==> src/rtl/draw_scheduler_pkg.sv <==
// Shared types and widths for the draw scheduler: FSM state encoding and
// pixel bus widths.
package draw_scheduler_pkg;

  localparam int unsigned XW = 8;
  localparam int unsigned YW = 7;
  localparam int unsigned CW = 3;

  typedef enum logic [1:0] {
    StIdle    = 2'd0,
    StErase   = 2'd1,
    StSidebar = 2'd2,
    StSprite  = 2'd3
  } state_e;

endpackage

==> src/rtl/frame_timer.sv <==
// Free-running frame period counter; tick is high on the last count of each
// period.
module frame_timer #(
  parameter int unsigned FRAME_CYCLES = 833333
) (
  input  logic clock,
  input  logic reset,
  output logic tick
);

  localparam int unsigned CntW = (FRAME_CYCLES > 1) ? $clog2(FRAME_CYCLES) : 1;
  localparam logic [CntW-1:0] Last = CntW'(FRAME_CYCLES - 1);

  logic [CntW-1:0] cnt_q, cnt_d;

  always_comb begin
    cnt_d = (cnt_q == Last) ? '0 : cnt_q + CntW'(1);
  end

  always_ff @(posedge clock or posedge reset) begin
    if (reset) cnt_q <= '0;
    else       cnt_q <= cnt_d;
  end

  assign tick = (cnt_q == Last);

endmodule

==> src/rtl/draw_scheduler.sv <==
// Per-frame draw pass sequencer: grants eraser, sidebar and sprite clients in
// turn and muxes the granted client onto the shared VGA write port.
module draw_scheduler
  import draw_scheduler_pkg::*;
#(
  parameter int unsigned FRAME_CYCLES = 833333,
  parameter int unsigned TIMEOUT      = 4096
) (
  input  logic          clock,
  input  logic          reset,
  input  logic          enable,
  output logic          go_erase,
  output logic          ld_sidebar,
  output logic          ld_sprite,
  input  logic          erase_done,
  input  logic          sidebar_done,
  input  logic          sprite_done,
  input  logic [XW-1:0] er_x,
  input  logic [YW-1:0] er_y,
  input  logic [CW-1:0] er_c,
  input  logic [XW-1:0] sb_x,
  input  logic [YW-1:0] sb_y,
  input  logic [CW-1:0] sb_c,
  input  logic [XW-1:0] sp_x,
  input  logic [YW-1:0] sp_y,
  input  logic [CW-1:0] sp_c,
  output logic [XW-1:0] x,
  output logic [YW-1:0] y,
  output logic [CW-1:0] colour,
  output logic          plot,
  output logic          frame_tick,
  output logic          busy,
  output logic          overrun,
  output logic          timeout_err
);

  localparam int unsigned GcW = (TIMEOUT > 1) ? $clog2(TIMEOUT) : 1;
  localparam logic [GcW-1:0] GcLast = GcW'(TIMEOUT - 1);

  state_e         state_q, state_d;
  logic [GcW-1:0] gcnt_q;
  logic [2:0]     grant_q;
  logic           busy_q, pending_q, overrun_q, timeout_q;
  logic           tick, done_sel, accept, expire;

  frame_timer #(
    .FRAME_CYCLES(FRAME_CYCLES)
  ) u_timer (
    .clock(clock),
    .reset(reset),
    .tick (tick)
  );

  // A done seen on the entry cycle is a stale level from the previous pass.
  always_comb begin
    done_sel = 1'b0;
    unique case (state_q)
      StErase:   done_sel = erase_done;
      StSidebar: done_sel = sidebar_done;
      StSprite:  done_sel = sprite_done;
      default:   done_sel = 1'b0;
    endcase
    accept = (state_q != StIdle) && done_sel && (gcnt_q != '0);
    expire = (state_q != StIdle) && !accept && (gcnt_q == GcLast);
  end

  always_comb begin
    state_d = state_q;
    unique case (state_q)
      StIdle:    if (enable && (tick || pending_q)) state_d = StErase;
      StErase:   if (accept || expire) state_d = StSidebar;
      StSidebar: if (accept || expire) state_d = StSprite;
      StSprite:  if (accept || expire) state_d = StIdle;
      default:   state_d = StIdle;
    endcase
  end

  always_ff @(posedge clock or posedge reset) begin
    if (reset) begin
      state_q   <= StIdle;
      gcnt_q    <= '0;
      grant_q   <= 3'b000;
      busy_q    <= 1'b0;
      pending_q <= 1'b0;
      overrun_q <= 1'b0;
      timeout_q <= 1'b0;
    end else begin
      state_q <= state_d;
      gcnt_q  <= (state_d != state_q || state_d == StIdle) ? '0 : gcnt_q + GcW'(1);
      grant_q <= {state_d == StErase, state_d == StSidebar, state_d == StSprite};
      busy_q  <= (state_d != StIdle);
      if (state_q == StIdle && state_d == StErase) pending_q <= 1'b0;
      else if (tick && busy_q)                     pending_q <= 1'b1;
      if (tick && busy_q) overrun_q <= 1'b1;
      if (expire)         timeout_q <= 1'b1;
    end
  end

  always_comb begin
    x      = '0;
    y      = '0;
    colour = '0;
    unique case (state_q)
      StErase:   begin x = er_x; y = er_y; colour = er_c; end
      StSidebar: begin x = sb_x; y = sb_y; colour = sb_c; end
      StSprite:  begin x = sp_x; y = sp_y; colour = sp_c; end
      default:   ;
    endcase
    plot = (state_q != StIdle) && !accept;
  end

  assign go_erase    = grant_q[2];
  assign ld_sidebar  = grant_q[1];
  assign ld_sprite   = grant_q[0];
  assign busy        = busy_q;
  assign frame_tick  = tick;
  assign overrun     = overrun_q;
  assign timeout_err = timeout_q;

endmodule

==> config.mk <==
export PLATFORM = sky130hd
export DESIGN_NAME = draw_scheduler
export DESIGN_NICKNAME = d
export VERILOG_FILES = /design/src/rtl/draw_scheduler_pkg.sv /design/src/rtl/frame_timer.sv /design/src/rtl/draw_scheduler.sv
export SDC_FILE = /design/constraint.sdc
export NUM_CORES = 1
export LEC_CHECK = 0
export CAP_MARGIN = 40
export CORE_ASPECT_RATIO = 1.2
export CORE_MARGIN = 10
export CORE_UTILIZATION = 40
export CTS_BUF_LIST = sky130_fd_sc_hd__clkbuf_16
export DETAILED_ROUTE_END_ITERATION = 8
export HOLD_SLACK_MARGIN = 0.05
export PLACE_DENSITY = 0.75
export SYNTH_ARGS = -nofsm -noshare
export SYNTH_HDL_FRONTEND = slang
export SYNTH_SLANG_ARGS = --single-unit
==> constraint.sdc <==
create_clock -name clock -period 1.8 [get_ports clock]
set_input_delay 0.27 -clock clock [delete_from_list [all_inputs] [get_ports clock]]
set_output_delay 0.27 -clock clock [all_outputs]
set_load 0.05 [all_outputs]
After elaboration in Yosys (flattened, before gate mapping)

Index checks and enable logic that the tools add are counted.

$add $sub $neg: 2
Equality and inequality tests: 9
Muxes and demuxes: 13
Reductions and logical operators: 17

Operators by type and width:

| kind                                                 | count |
|---|---|
| one-hot mux 8 bit (3 select lines)                   | 1 |
| one-hot mux 7 bit (3 select lines)                   | 1 |
| adder 20 x 1 -> 20 bit (second input constant)       | 1 |
| equality test 20 bit (second input constant)         | 1 |
| 2-to-1 mux 20 bit                                    | 1 |
| adder 12 x 1 -> 12 bit (second input constant)       | 1 |
| equality test 12 bit (second input constant)         | 1 |
| 2-to-1 mux 12 bit                                    | 1 |
| nonzero test 12 bit                                  | 1 |
| one-hot mux 3 bit (3 select lines)                   | 1 |
| equality test 2 bit (second input constant)          | 4 |
| 2-to-1 mux 2 bit                                     | 4 |
| one-hot mux 2 bit (4 select lines)                   | 1 |
| logical AND 1 bit                                    | 7 |
| nonzero test 2 bit                                   | 3 |
| equality test 2 x 1 -> 1 bit (second input constant) | 2 |
| zero test 2 bit                                      | 2 |
| logical OR 1 bit                                     | 3 |
| one-hot mux 1 bit (3 select lines)                   | 1 |
| 2-to-1 mux 1 bit                                     | 2 |
| inequality test 2 bit                                | 1 |
| zero test 1 bit                                      | 1 |

Logic and storage cells: 49
Input port bits: 60
Flip-flop bits (word level): 41
Output and inout port bits: 26

Depth between registers and ports, before layout

Depth after elaboration: 13
Gate-level depth with buffers: 8
Mapped depth without buffers: 7

Modules after synthesis

From an unflattened synthesis, not the netlist that was laid out.

Cells, all modules: 247
Area, all modules: 2504.9 µm²

By module, submodules not included:

| module         | times used | sequential area each (µm²) | cells each | area an instance (µm²) |
|---|---|---|---|---|
| draw_scheduler | 1          | 525.5                      | 144        | 1463.9 |
| frame_timer    | 1          | 500.5                      | 103        | 1041.0 |

Worst setup path before layout

No wires, ideal clock.

Path kind: reg-to-output
From: reg u_timer.cnt_q[0]
To: out frame_tick
Arrival: 1.775 ns
Cell stages (with the launch flop): 6
Required time: 1.530 ns
Path buffers: 0
Slack: -0.245 ns
Path through: dfrtp_1 inv_1 ha_1 nor4b_1 nand4_1 nor4_4

Longest elaborated chain between the ends: 1

RTL lines:

| item                   | line                 | source |
|---|---|---|
| start, declared        | frame_timer.sv:14    | `logic [CntW-1:0] cnt_q, cnt_d;` |
| start signal, assigned | frame_timer.sv:22    | `else cnt_q <= cnt_d;` |
| equality test 20 bit   | frame_timer.sv:25    | `assign tick = (cnt_q == Last);` |
| end, declared          | draw_scheduler.sv:31 | `output logic frame_tick,` |

No other way between the ends.

Worst setup path after layout

Ends and elaborated chain as after synthesis.

==> reports/results.txt <==
Port Buffers = 85
Part of the power in combinational logic = 65.7%
Initial antenna violation count = 0
Max-slew violations = 0
Final Hold Fails = 0
Pin slew with the least headroom to its limit = 495 ps
Cell area after synthesis = 0.00249 sq mm
RSZ-0062 raised after global routing = true
DP HPWL = 5620 um
Post-route ant nets = 0
Placed Cells = 421
Lkg Pwr = 1.83 nW
CP Class = register to output pin
Congestion Overflow GR = 0
Post-synth ARST share = 100%
Overall die height = 106 um
Final Routed Wirelength = 7170 um
Core Area = 0.00605 sq mm
Total GRT Usage = 14.6%
Rel. slew slack = 66.9%
Final Setup Violations = 20
Clk pin slew, worst setup/hold paths = 60 ps
Min Tclk post-route = 2010 ps
Failing checks = setup timing
Htree depth = 2
Via count = 2,252
CTS Sinks = 41
Share of the clock period used by the worst path = 112%
Total power = 6.15 mW
Power Dens Cells = 1490 mW/mm^2
Fin worst setup slack = -212 ps
Synth top area cells = dfrtp_1, mux2_2, a22o_1, xor2_1, xnor2_1
Synthesis Warnings = 0
Clk Latency, worst-skew pair = 280 ps
Mean post-synth cell area = 10.1 sq um
WL/cell = 16.5 um
1st-pass router iterations = 4
Finished Core Util = 68.4%
Crit path launch type = register
Unique masters post-synth = 42
Flop and latch count out of synthesis = 41
Synth-to-layout area growth = 66.0%
CP required = 1530 ps
RD Place Congestion = 0.833
Most common cell after layout, fill and taps aside = clkdlybuf4s50_1
Synth area leader = dfrtp_1
F_max = 0.497 GHz
CTS tree = yes
Top cell type's share of synthesized area = 41.2%
Fin Clk Skew = 3.48 ps
Starting Density = 41.2%
Status = finished with violations
Vias per Instance = 5.18
Worst min path class = input port to async pin
Setup TNS = -1560 ps
Switching pwr = 2.49 mW
CTS Buf Count = 5
Clock network fraction of total power = 15.9%
Number of enable flip-flop cells after synthesis = 0
Ys flop type = dfrtp_1
Synth Instances = 246
Sequential Power Share = 18.4%
Worst Path Max Fanout = 2
Most frequent cells in the layout = clkdlybuf4s50_1, dfrtp_1, buf_4
Post-Layout Cell Count = 435
VDD IR max = 1030 uV
Die span in x = 92.0 um
IO Count = 86
Die footprint = 0.00980 sq mm
Vias in the first global route = 2,466
Largest net degree at the start of global routing = 42
FP Rows = 31
Max clock buf depth = 2
# DRC = 0
Max Cap Violations = 0
Fin Hold WS = 340 ps
CTS Root Cell = clkbuf_16
Ant diodes = 0
First-pass GRT wire length = 11,800 um
Net Sw Frac = 40.5%
Syn nets = 310
Initial DRC count = 64
Internal power = 3.66 mW
Critical path arrival = 1740 ps
Layout cell share with drive strength beyond 1 = 31.2%
Sequential-to-total area share from yosys stat = 41.2%
Worst setup EP type = output pin
Final net count = 417
[final timing paths]
path	startpoint	to	slack, ps	cells past startpoint
worst max-delay path	u_timer.cnt_q[0]$_DFF_PP0_	frame_tick	-210	6
worst min-delay path	reset	u_timer.cnt_q[7]$_DFF_PP0_	340	3
worst max register to register	gcnt_q[0]$_DFF_PP0_	state_q[0]$_DFF_PP0_	30	8
worst min register to register	overrun$_DFFE_PP0P_	overrun$_DFFE_PP0P_	470	1
max in group asynchronous	reset	state_q[1]$_DFF_PP0_	1240	3
min in group clock	overrun$_DFFE_PP0P_	overrun$_DFFE_PP0P_	470	1
[registers in the layout, summed over array words and instances, names as in the netlist]
name           cells
pending_q          1
gcnt_q            12
timeout_err        1
overrun            1
busy               1
u_timer.cnt_q     20
state_q            2
grant_q            3
[synth_stat cells, types with 2 or more instances]
cell	number
mux2_2	18
nor2_1	23
o21ai_0	2
nor3_1	4
and3_1	2
xnor2_1	11
xor2_1	16
or3_1	2
clkbuf_1	8
nor2b_1	2
nand2b_1	2
a22o_1	18
a21oi_1	3
nand2b_2	2
nor4b_1	2
dfrtp_1	41
o21ai_1	3
buf_6	2
nand4_1	6
and4_1	7
and2_1	3
nor4_1	2
mux2i_1	2
a21o_1	2
ha_1	4
nand2_1	16
nor2_2	9
a21oi_4	2
nand3_1	13
inv_1	7
[power groups by stage]
stage	combinational (mW)	clock (mW)	sequential, mW
6_report	4.05	0.980	1.13
2_1_floorplan	2.04	0	1.23
4_1_cts	3.93	1.01	1.12
3_5_place_dp	3.65	0	1.12
3_3_place_gp	3.62	0	1.12
5_1_grt	4.27	1.03	1.14
[layout make-up]
cell class / instances / area (sq um)
timing repair buffer: 111 / 1260
clock buffer: 5 / 125
multi-input combinational: 187 / 1560
clock inverter: 2 / 35.0
sequential: 41 / 1030
tap: 82 / 103
inverter: 7 / 26.3
fill: 475 / 1910
[what timing repair did]
item	in CTS	in global routing
gates resized for setup	31	11
pin swaps	16	13
hold buffers	0	0
cloned	1	0
setup buffers	3	3
setup endpoints to repair	20	25
[metrics by stage]
step / cell area [sq um] / setup slack, ps
global placement: 3750 / -6.84
global route: 4140 / -273
detailed placement: 3750 / -22.3
floorplan: 2530 / -125
finish: 4140 / -212
CTS: 4060 / -236
[worst max-delay path, cell delays in order (launching register included)]
cell and delay (ps):
dfrtp_1 380, inv_1 60, ha_2 190, nor4b_4 190, nand4_1 170, nor4_4 290, buf_12 190
[cells by family (layout without fill, tap and decap cells)]
family                   Yosys count  after routing  share of synthesized area, %
AND/OR/NAND/NOR                  102            102                          23.3
flip-flops                        41             41                          41.2
AO/OA/AOI/OAI                     33             33                          11.1
XOR/XNOR                          27             27                          9.49
multiplexers                      21             21                          9.54
buffers and inverters             18            125                          3.37
adder cells (fa/ha/maj)            4              4                          2.01
[layer usage]
metal	GRT usage, %	part of all wire [%]
met4	4.64	1.6
met3	9.57	13
met5	0	0
met2	24.9	48
met1	14.1	37
No activity file was read; power rests on OpenSTA's default activity.
